<file path="src/rtl/mcs4_phase_decoder.sv">
// Recovers the MCS-4 subcycle (A1..X3) from the two-phase bus clocks and SYNC,
// with registered edge pulses, lock tracking and protocol/clock error pulses.
module mcs4_phase_decoder (
  input  logic       clk_i,
  input  logic       rst_i,
  input  logic       PHI1_i,
  input  logic       PHI2_i,
  input  logic       SYNC_i,
  output logic [2:0] subcycle_o,
  output logic       locked_o,
  output logic       cycle_start_o,
  output logic       phi1_fall_o,
  output logic       phi1_rise_o,
  output logic       phi2_fall_o,
  output logic       phi2_rise_o,
  output logic       sync_err_o,
  output logic       clk_err_o
);

  typedef enum logic [2:0] {
    SC_A1 = 3'd0, SC_A2 = 3'd1, SC_A3 = 3'd2, SC_M1 = 3'd3,
    SC_M2 = 3'd4, SC_X1 = 3'd5, SC_X2 = 3'd6, SC_X3 = 3'd7
  } subcycle_e;

  logic      p1_q, p1_d, p1_qq, p1_qq_d;
  logic      p2_q, p2_d, p2_qq, p2_qq_d;
  logic      sync_seen_q, sync_seen_d;
  subcycle_e subcycle_q, subcycle_d;
  logic      locked_q, locked_d;
  logic      cycle_start_q, cycle_start_d;
  logic      phi1_fall_q, phi1_fall_d;
  logic      phi1_rise_q, phi1_rise_d;
  logic      phi2_fall_q, phi2_fall_d;
  logic      phi2_rise_q, phi2_rise_d;
  logic      sync_err_q, sync_err_d;
  logic      clk_err_q, clk_err_d;
  logic      advance;

  always_comb begin
    p1_d    = PHI1_i;
    p2_d    = PHI2_i;
    p1_qq_d = p1_q;
    p2_qq_d = p2_q;

    phi1_fall_d = p1_qq & ~p1_q;
    phi1_rise_d = ~p1_qq & p1_q;
    phi2_fall_d = p2_qq & ~p2_q;
    phi2_rise_d = ~p2_qq & p2_q;
    clk_err_d   = ~p1_q & ~p2_q;

    // The subcycle steps on the same edge that reports the PHI2 rise.
    advance = ~p2_qq & p2_q;

    // SYNC only counts while PHI2 is (registered) low.
    sync_seen_d   = sync_seen_q | (~p2_q & ~SYNC_i);
    subcycle_d    = subcycle_q;
    locked_d      = locked_q;
    cycle_start_d = 1'b0;
    sync_err_d    = 1'b0;

    if (advance) begin
      sync_seen_d = 1'b0;
      if (sync_seen_q) begin
        subcycle_d    = SC_A1;
        locked_d      = 1'b1;
        cycle_start_d = 1'b1;
        sync_err_d    = locked_q & (subcycle_q != SC_X3);
      end else begin
        subcycle_d = subcycle_e'(subcycle_q + 3'd1);
        if (subcycle_q == SC_X3) begin
          cycle_start_d = 1'b1;
          // A wrap without SYNC while locked means we lost alignment.
          if (locked_q) begin
            sync_err_d = 1'b1;
            locked_d   = 1'b0;
          end
        end
      end
    end
  end

  always_ff @(posedge clk_i) begin
    if (rst_i) begin
      p1_q          <= 1'b1;
      p1_qq         <= 1'b1;
      p2_q          <= 1'b1;
      p2_qq         <= 1'b1;
      sync_seen_q   <= 1'b0;
      subcycle_q    <= SC_A1;
      locked_q      <= 1'b0;
      cycle_start_q <= 1'b0;
      phi1_fall_q   <= 1'b0;
      phi1_rise_q   <= 1'b0;
      phi2_fall_q   <= 1'b0;
      phi2_rise_q   <= 1'b0;
      sync_err_q    <= 1'b0;
      clk_err_q     <= 1'b0;
    end else begin
      p1_q          <= p1_d;
      p1_qq         <= p1_qq_d;
      p2_q          <= p2_d;
      p2_qq         <= p2_qq_d;
      sync_seen_q   <= sync_seen_d;
      subcycle_q    <= subcycle_d;
      locked_q      <= locked_d;
      cycle_start_q <= cycle_start_d;
      phi1_fall_q   <= phi1_fall_d;
      phi1_rise_q   <= phi1_rise_d;
      phi2_fall_q   <= phi2_fall_d;
      phi2_rise_q   <= phi2_rise_d;
      sync_err_q    <= sync_err_d;
      clk_err_q     <= clk_err_d;
    end
  end

  assign subcycle_o    = subcycle_q;
  assign locked_o      = locked_q;
  assign cycle_start_o = cycle_start_q;
  assign phi1_fall_o   = phi1_fall_q;
  assign phi1_rise_o   = phi1_rise_q;
  assign phi2_fall_o   = phi2_fall_q;
  assign phi2_rise_o   = phi2_rise_q;
  assign sync_err_o    = sync_err_q;
  assign clk_err_o     = clk_err_q;

endmodule

</file>
<file path="config.mk">
export PLATFORM = sky130hd
export DESIGN_NAME = mcs4_phase_decoder
export DESIGN_NICKNAME = d
export VERILOG_FILES = /design/src/rtl/mcs4_phase_decoder.sv
export SDC_FILE = /design/constraint.sdc
export NUM_CORES = 1
export LEC_CHECK = 0
export CORE_UTILIZATION = 40
export DETAILED_ROUTE_END_ITERATION = 8
export DONT_BUFFER_PORTS = 1
export HOLD_SLACK_MARGIN = 0.02
export PLACE_DENSITY_LB_ADDON = 0.12
export SLEW_MARGIN = 20
export SYNTH_ARGS = -nofsm -noshare
export SYNTH_HDL_FRONTEND = slang
export SYNTH_SLANG_ARGS = --single-unit
</file>
<file path="constraint.sdc">
create_clock -name clk_i -period 1.3 [get_ports clk_i]
set_input_delay 0.26 -clock clk_i [delete_from_list [all_inputs] [get_ports clk_i]]
set_output_delay 0.26 -clock clk_i [all_outputs]
set_load 0.05 [all_outputs]
</file>
==> out/results.ini, run 1 <==
[status]
status = complete, but fails checks
violations = negative setup slack

[sta]
tightestPinTransition_ns = 0.480
relSlewSlack = 0.680
hold_viol = 0
fin_crit_ns = 1.34
maxClockFrequency_mhz = 746
fin_ws_ns = -0.0400
fin_tns_setup_ns = -0.0400
finalSetupViolCount = 1
period_share = 1.03
finClkSkew_ns = 0.000377
drv_slew = 0
rsz0062_at_grt = true

[worst_setup_path]
rr_worst_depth = 7
end_kind = flip-flop
cp_cell_sequence = ha_4 -> ha_4 -> inv_2 -> ha_4 -> nor3b_2 -> mux2i_1 -> nor2_1
critPathLaunchType = flip-flop
critPathBufInv = 1
r2r_end = locked_o$_SDFFE_PP0P_
worstSetupPathType = flip-flop to flip-flop
cp.required_ns = 1.48
crit_start = subcycle_o[1]$_SDFFE_PP0P_
r2r-start = subcycle_o[1]$_SDFFE_PP0P_
crit_top_cell = ha_4
cp_num_cells = 7
r2r_slack_ns = -0.04
crit_path_max_incr_delay_ns = 0.37
slowest_stage = dfxtp_4
cp_max_fo = 2
critPathCapture = locked_o$_SDFFE_PP0P_
crit_arrival_ns = 1.52
path_delay_family = adder cells

[min_path]
hp-class = input port to flip-flop
min-delay-start = rst_i

[clock_network]
cts.sinks = 16
clk_pin_slew_ns = 0.09
postCtsSetupBuffers = 0
root_buffer = clkbuf_4
h-tree-depth = 1
numCtsBuffers = 3
cts_tree = built
cts_hold_buf = 0
clock_latency_ns = 0.28
cts_resized = 0
clock_path_buffers = 2

[power_and_ir_drop]
irDropWorstVdd_mv = 0.667
power.density_nw_per_um2 = 1330
leakagePower_nw = 0.268

[detailed_routing]
vias = 384
drt-pass1-iter-count = 4
routedWlPerCell_um = 11.7
route.detailed.drc = 0
viasPerCell = 5.26
drt.antenna.violating_nets = 0
detail_route.iter0.violations = 6
routed_wl_um = 851

[synth]
synth_nets = 60
syn-cell-area_um2 = 537
synth_cell_types = 16
ys_seq_elements = 16
syn_area_per_cell_um2 = 10.3
ys_seq_area_frac = 0.597
syn_inst = 52
ys_warn_count = 0

[global_route]
antenna_found_initial = 0
grt.overflow.total = 0
grt_pass1_wl_um = 1460
first_global_vias = 360
grtUsageTotal = 0.151
grt_start_max_net_pins = 14

[placed_design]
portBuffers = 0
gp_congestion = 0.730
dp_worst_setup_slack_ns = -0.0359
dp_hpwl_um = 656

[final_layout]
nets = 68
largest_reg_flops = 3
n_antenna_cell = 0
drive_gt1_frac = 0.339
area_growth_pct = 23.3

[flow_run]
drv_cap = 0

[floorplanning]
chipWidth_um = 38.6
core-area_um2 = 1170
fp.dieH_um = 38.6
dieArea_um2 = 1490
initial_utilization = 0.458
io_pins = 16
rows = 12

routing by layer:
layer | vias to the layer above | track usage | wire length, µm
met3 | 4 | 0.0636 | 54
li1 | 184 | - | -
met4 | 0 | 0.103 | 19
met1 | 184 | 0.161 | 380
met2 | 12 | 0.238 | 396
met5 | - | 0 | 0
what timing repair did:
item / in CTS / in global routing
endpoints found under the hold margin: 0 / 3
endpoints found under the setup margin: 1 / 1
pin swaps: 0 / 0
synthesized netlist by cell type, drive strengths merged:
| cell | count | area, µm² |
|---|---|---|
| nor2 | 9 | 33.8 |
| nand2b | 1 | 6.26 |
| ha | 3 | 37.5 |
| nor4b | 1 | 8.76 |
| nand3 | 1 | 5.00 |
| nand4 | 2 | 12.5 |
| a21oi | 3 | 15.0 |
| or2 | 4 | 25.0 |
| nand2 | 2 | 7.51 |
| nor3b | 2 | 20.0 |
| mux2i | 2 | 20.0 |
| dfxtp | 16 | 320 |
| inv | 4 | 15.0 |
| nor3 | 1 | 5.00 |
| buf | 1 | 5.00 |
layout make-up:
class,instances,area (µm²)
Fill cell,108,509
Sequential cell,16,329
Multi-Input combinational cell,31,234
Clock buffer,4,36.3
Timing Repair Buffer,4,30.0
Tap cell,14,17.5
Inverter,4,15.0
cells in the final DEF (no fill, tap or decap):
cell type | Yosys | final
nor2_1 | 9 | 9
nor3b_2 | 1 | 1
buf_4 | 0 | 4
mux2i_1 | 2 | 2
clkbuf_4 | 0 | 3
nand3_1 | 1 | 1
ha_4 | 0 | 3
nor3b_1 | 1 | 1
clkbuf_8 | 0 | 1
a21oi_1 | 3 | 3
inv_2 | 0 | 1
nor4b_1 | 1 | 1
dfxtp_4 | 0 | 2
or2_2 | 4 | 4
nand4_1 | 2 | 2
dfxtp_1 | 16 | 13
dfxtp_2 | 0 | 1
nor3_1 | 1 | 1
nand2_1 | 2 | 2
nand2b_1 | 1 | 1
inv_1 | 4 | 3
power breakdown:
part	leakage [nW]	switching, W	internal (W)
Clock	0.0210	0.000146	0.000170
Sequential	0.133	0.0000277	0.000501
Combinational	0.115	0.0000206	0.0000173
Total	0.268	0.000194	0.000688
cells by family after synthesis:
| logic type | after synthesis | synth area share |
|---|---|---|
| fa+ha+maj | 3 | 0.0699 |
| mux | 2 | 0.0373 |
| buf+inv | 5 | 0.0373 |
| simple gates | 23 | 0.231 |
| compound gates | 3 | 0.0280 |
| flops | 16 | 0.597 |
stage by stage:
stage / cell area, µm² / total power (W) / utilization / hold slack, ns / cells
after detailed placement: 626 / 0.000579 / 0.534 / 0.326 / 69
after CTS: 662 / 0.000893 / 0.565 / 0.0225 / 73
final: 662 / 0.000883 / 0.565 / 0.0326 / 73
after global routing: 662 / 0.000921 / 0.565 / 0.0135 / 73
after floorplan: 583 / 0.000572 / - / 0.364 / 52
after global placement: 626 / 0.000576 / 0.534 / 0.323 / 69
worst min-delay path by stage:
stage | cells after the start | slack [ns] | end
after global routing | 1 | 0.01 | subcycle_o[0]$_SDFFE_PP0P_
after global placement | 1 | 0.32 | subcycle_o[1]$_SDFFE_PP0P_
after CTS | 1 | 0.02 | subcycle_o[0]$_SDFFE_PP0P_
after detailed placement | 1 | 0.33 | subcycle_o[0]$_SDFFE_PP0P_
final | 1 | 0.03 | subcycle_o[0]$_SDFFE_PP0P_
after floorplan | 1 | 0.36 | p1_q$_SDFF_PP1_
Power figures use the tool's default switching activity.
==> inputs of run 2 (changes only) <==
--- a/config.mk
+++ b/config.mk
@@ -5,6 +5,7 @@
 export SDC_FILE = /design/constraint.sdc
 export NUM_CORES = 1
 export LEC_CHECK = 0
+export ABC_CLOCK_PERIOD_IN_PS = 1400
 export CORE_UTILIZATION = 40
 export DETAILED_ROUTE_END_ITERATION = 8
 export DONT_BUFFER_PORTS = 1
==> constraint.sdc (replaced) <==
create_clock -name clk_i -period 1.4 [get_ports clk_i]
set_input_delay 0.28 -clock clk_i [delete_from_list [all_inputs] [get_ports clk_i]]
set_output_delay 0.28 -clock clk_i [all_outputs]
set_load 0.05 [all_outputs]
==> run 2 against run 1 <==
Effect of this change: the flow now finishes without violations; cell count unchanged; sequential power down 7.0%; largest cell class unchanged; highest routed layer unchanged; register-to-register slack better by 0.10 ns; critical path depth unchanged; fmax stayed put; flip-flop and latch count is the same; first-iteration DRC count is the same.
==> out/results.ini, run 2 (synthesis gave the netlist of run 1 again) <==
[sta]
tightestPinTransition_ns = 0.480
drv_slew = 0
whs_ns = 0.0526
maxClockFrequency_mhz = 746
relSlewSlack = 0.680
finalSetupViolCount = 0
hold_viol = 0
fin_ws_ns = 0.0600
fin_crit_ns = 1.34
fin_tns_setup_ns = 0
finClkSkew_ns = 0.000377
rsz0062_at_grt = false
period_share = 0.957

[worst_setup_path]
slowest_stage = dfxtp_4
rr_worst_depth = 7
crit_arrival_ns = 1.52
path_delay_family = adder cells
critPathLaunchType = flip-flop
r2r-start = subcycle_o[1]$_SDFFE_PP0P_
cp_cell_sequence = ha_4 -> ha_4 -> inv_2 -> ha_4 -> nor3b_2 -> mux2i_1 -> nor2_1
crit_path_max_incr_delay_ns = 0.37
r2r_end = locked_o$_SDFFE_PP0P_
crit_top_cell = ha_4
end_kind = flip-flop
r2r_slack_ns = 0.06
cp_max_fo = 2
critPathBufInv = 1
cp.required_ns = 1.58
worstSetupPathType = flip-flop to flip-flop

[global_route]
antenna_found_initial = 0
grt_pass1_wl_um = 1460
grt.overflow.total = 0
grtUsageTotal = 0.151
grt_start_max_net_pins = 14
first_global_vias = 362

[placed_design]
dp_worst_setup_slack_ns = 0.0641
gp_congestion = 0.730
dp_hpwl_um = 656
portBuffers = 0
placed_cells = 69

[clock_network]
clock_latency_ns = 0.28
cts.sinks = 16
clk_pin_slew_ns = 0.09
root_buffer = clkbuf_4
clock_path_buffers = 2
postCtsSetupBuffers = 0
h-tree-depth = 1
cts_hold_buf = 0
cts_tree = built
cts_resized = 0
numCtsBuffers = 3

[power_and_ir_drop]
total_power_w = 0.000820
pwr-share-comb = 0.043
power.density_nw_per_um2 = 1240
power_frac_clock = 0.358
p_int_w = 0.000639
irDropWorstVdd_mv = 0.620
leakagePower_nw = 0.268
swShare = 0.220
seqPwrFrac = 0.599
switchingPower_w = 0.000180

[detailed_routing]
route.detailed.drc = 0
routedWlPerCell_um = 11.7
routed_wl_um = 851
vias = 384
drt-pass1-iter-count = 4
viasPerCell = 5.26
drt.antenna.violating_nets = 0
detail_route.iter0.violations = 6

[flow_run]
drv_cap = 0

[final_layout]
final_cells = 73
final_cell_mix = dfxtp_1, nor2_1, or2_2, buf_4
nets = 68
largest_reg_flops = 3
n_antenna_cell = 0
final_common_cell = dfxtp_1
drive_gt1_frac = 0.339
area_growth_pct = 23.3

[floorplanning]
dieArea_um2 = 1490
io_pins = 16
core-area_um2 = 1170
fp.dieH_um = 38.6
initial_utilization = 0.458
rows = 12
chipWidth_um = 38.6

[min_path]
min-delay-start = rst_i
whs_path_depth = 1
hp-class = input port to flip-flop
holdPathEnd = subcycle_o[0]$_SDFFE_PP0P_

[status]
status = finished clean

run 2: cell counts in the layout (fill, tap and decap cells not counted):
No cell type changed its count.
run 2: worst max path at each step:
stage	startpoint	depth (start not counted)	to
finish	subcycle_o[1]$_SDFFE_PP0P_	7	locked_o$_SDFFE_PP0P_
global placement	subcycle_o[1]$_SDFFE_PP0P_	7	locked_o$_SDFFE_PP0P_
global route	subcycle_o[1]$_SDFFE_PP0P_	7	locked_o$_SDFFE_PP0P_
CTS	subcycle_o[1]$_SDFFE_PP0P_	7	locked_o$_SDFFE_PP0P_
floorplan	subcycle_o[0]$_SDFFE_PP0P_	7	locked_o$_SDFFE_PP0P_
detailed placement	subcycle_o[1]$_SDFFE_PP0P_	7	locked_o$_SDFFE_PP0P_
run 2: layout make-up:
class / count / area, µm²
fillers: 108 / 509
flip-flops and latches: 16 / 329
multi-input cells: 31 / 234
clock buffers: 4 / 36.3
repair buffers: 4 / 30.0
well taps: 14 / 17.5
inverters: 4 / 15.0
run 2: per-layer routing:
metal	global-route usage	wire length, µm	vias up
met5	0	0	-
met4	0.103	19	0
met3	0.0636	54	4
met2	0.238	396	12
met1	0.161	380	184
li1	-	-	184
run 2: per-stage QoR:
stage | utilization | cell area, µm²
finish | 0.565 | 662
global route | 0.565 | 662
CTS | 0.565 | 662
detailed placement | 0.534 | 626
global placement | 0.534 | 626
floorplan | - | 583
run 2: power by group through the flow:
stage               registers, W  logic [W]  clock network (W)
floorplan               0.000505  0.0000260                  0
global placement        0.000501  0.0000340                  0
detailed placement      0.000502  0.0000359                  0
CTS                     0.000491  0.0000360           0.000302
global route            0.000493  0.0000390           0.000323
finish                  0.000491  0.0000353           0.000294
==> inputs of run 3 (changes only) <==
--- a/config.mk
+++ b/config.mk
@@ -10,6 +10,7 @@
 export DETAILED_ROUTE_END_ITERATION = 8
 export DONT_BUFFER_PORTS = 1
 export HOLD_SLACK_MARGIN = 0.02
+export MAX_ROUTING_LAYER = met4
 export PLACE_DENSITY_LB_ADDON = 0.12
 export SLEW_MARGIN = 20
 export SYNTH_ARGS = -nofsm -noshare
==> run 3 against run 2 <==
Effect of this change: cell count unchanged; count of clock-buffer cells in the layout unchanged; first-iteration DRC count unchanged; critical path depth unchanged; flip-flop and latch count unchanged; fmax about the same; core utilization unchanged; via count decreased by 0.78%; critical endpoint unchanged.
==> out/results.ini, run 3 (synthesis gave the netlist of run 1 again) <==
[status]
status = finished clean

[floorplanning]
rows = 12
dieArea_um2 = 1490
chipWidth_um = 38.6
fp.dieH_um = 38.6
io_pins = 16
core-area_um2 = 1170
initial_utilization = 0.458

[min_path]
holdPathEnd = subcycle_o[0]$_SDFFE_PP0P_
hp-class = input port to flip-flop
whs_path_depth = 1
min-delay-start = rst_i

[global_route]
first_global_vias = 366
grt.overflow.total = 0
antenna_found_initial = 0
grt_start_max_net_pins = 14
grt_pass1_wl_um = 1440
grtUsageTotal = 0.154

[power_and_ir_drop]
power.density_nw_per_um2 = 1240
total_power_w = 0.000820
leakagePower_nw = 0.268
irDropWorstVdd_mv = 0.621

[detailed_routing]
viasPerCell = 5.22
detail_route.iter0.violations = 6
drt-pass1-iter-count = 4
route.detailed.drc = 0
drt.antenna.violating_nets = 0
routed_wl_um = 850
vias = 381
routedWlPerCell_um = 11.6

[worst_setup_path]
crit_arrival_ns = 1.52
cp_cell_sequence = ha_4 -> ha_4 -> inv_2 -> ha_4 -> nor3b_2 -> mux2i_1 -> nor2_1
crit_top_cell = ha_4
r2r_end = locked_o$_SDFFE_PP0P_
slowest_stage = dfxtp_4
path_delay_family = adder cells
worstSetupPathType = flip-flop to flip-flop
critPathLaunchType = flip-flop
cp.required_ns = 1.58
r2r_slack_ns = 0.06
crit_path_max_incr_delay_ns = 0.37
rr_worst_depth = 7
r2r-start = subcycle_o[1]$_SDFFE_PP0P_
critPathBufInv = 1
end_kind = flip-flop
cp_max_fo = 2

[placed_design]
place_area_um2 = 626
dp_hpwl_um = 656
gp_congestion = 0.739
portBuffers = 0
placed_cells = 69

[final_layout]
final_cell_mix = dfxtp_1, nor2_1, or2_2, buf_4
ff_latch_area_um2 = 329
drive_gt1_frac = 0.339
multiInputGateArea_um2 = 234
nets = 68
final_cells = 73
area_growth_pct = 23.3
fill_cells = 108
largest_reg_flops = 3
n_antenna_cell = 0
final_common_cell = dfxtp_1
final_cell_area_um2 = 662

[sta]
relSlewSlack = 0.680
drv_slew = 0
finalSetupViolCount = 0
period_share = 0.957
fin_crit_ns = 1.34
tightestPinTransition_ns = 0.480
maxClockFrequency_mhz = 746
hold_viol = 0
finClkSkew_ns = 0.000680
fin_tns_setup_ns = 0
rsz0062_at_grt = false

[clock_network]
postCtsSetupBuffers = 0
cts_hold_buf = 0
cts.sinks = 16
clock_latency_ns = 0.28
cts_resized = 0
numCtsBuffers = 3
clock_path_buffers = 2
root_buffer = clkbuf_4
cts_tree = built
h-tree-depth = 1
clk_pin_slew_ns = 0.09

[flow_run]
drv_cap = 0

[run 3: cell counts in the layout (fill, tap and decap cells not counted)]
No cell type changed its count.
[run 3: worst max-delay path by stage]
stage / to / cells past startpoint / slack, ns / start
floorplan: locked_o$_SDFFE_PP0P_ / 7 / -0.007 / subcycle_o[0]$_SDFFE_PP0P_
global placement: locked_o$_SDFFE_PP0P_ / 7 / 0.12 / subcycle_o[1]$_SDFFE_PP0P_
detailed placement: locked_o$_SDFFE_PP0P_ / 7 / 0.06 / subcycle_o[1]$_SDFFE_PP0P_
CTS: locked_o$_SDFFE_PP0P_ / 7 / 0.05 / subcycle_o[1]$_SDFFE_PP0P_
global route: locked_o$_SDFFE_PP0P_ / 7 / 0.01 / subcycle_o[1]$_SDFFE_PP0P_
finish: locked_o$_SDFFE_PP0P_ / 7 / 0.06 / subcycle_o[1]$_SDFFE_PP0P_
[run 3: worst register-to-register path, delay by kind of cell (launching register included)]
kind                       cells  cell delay [ns]
adders and majority gates      3             0.41
and+or+nand+nor                2             0.23
buffers and inverters          1             0.04
DFF                            1             0.37
muxes                          1             0.20
[run 3: metrics by stage]
stage | hold WS, ns | util | worst slack (ns)
2_1_floorplan | 0.384 | - | -0.00705
3_3_place_gp | 0.343 | 0.534 | 0.118
3_5_place_dp | 0.346 | 0.534 | 0.0641
4_1_cts | 0.0425 | 0.565 | 0.0505
5_1_grt | 0.0335 | 0.565 | 0.00982
6_report | 0.0525 | 0.565 | 0.0603
[run 3: cell type report]
class | count | share of cell area
clock buffer | 4 | 0.0548
tap | 14 | 0.0265
sequential | 16 | 0.497
multi-input combinational | 31 | 0.353
timing repair buffer | 4 | 0.0454
inverter | 4 | 0.0227
[run 3: routing by layer]
metal,GRT usage,wire (µm)
met3,0.0636,54
met1,0.161,381
met4,0.103,19
met2,0.238,394
met5,-,0
[run 3: power breakdown]
| group | switching [W] | internal [W] | leakage, nW | total (W) |
|---|---|---|---|---|
| logic | 0.0000192 | 0.0000161 | 0.115 | 0.0000353 |
| clock network | 0.000136 | 0.000158 | 0.0210 | 0.000294 |
| registers | 0.0000257 | 0.000465 | 0.133 | 0.000491 |
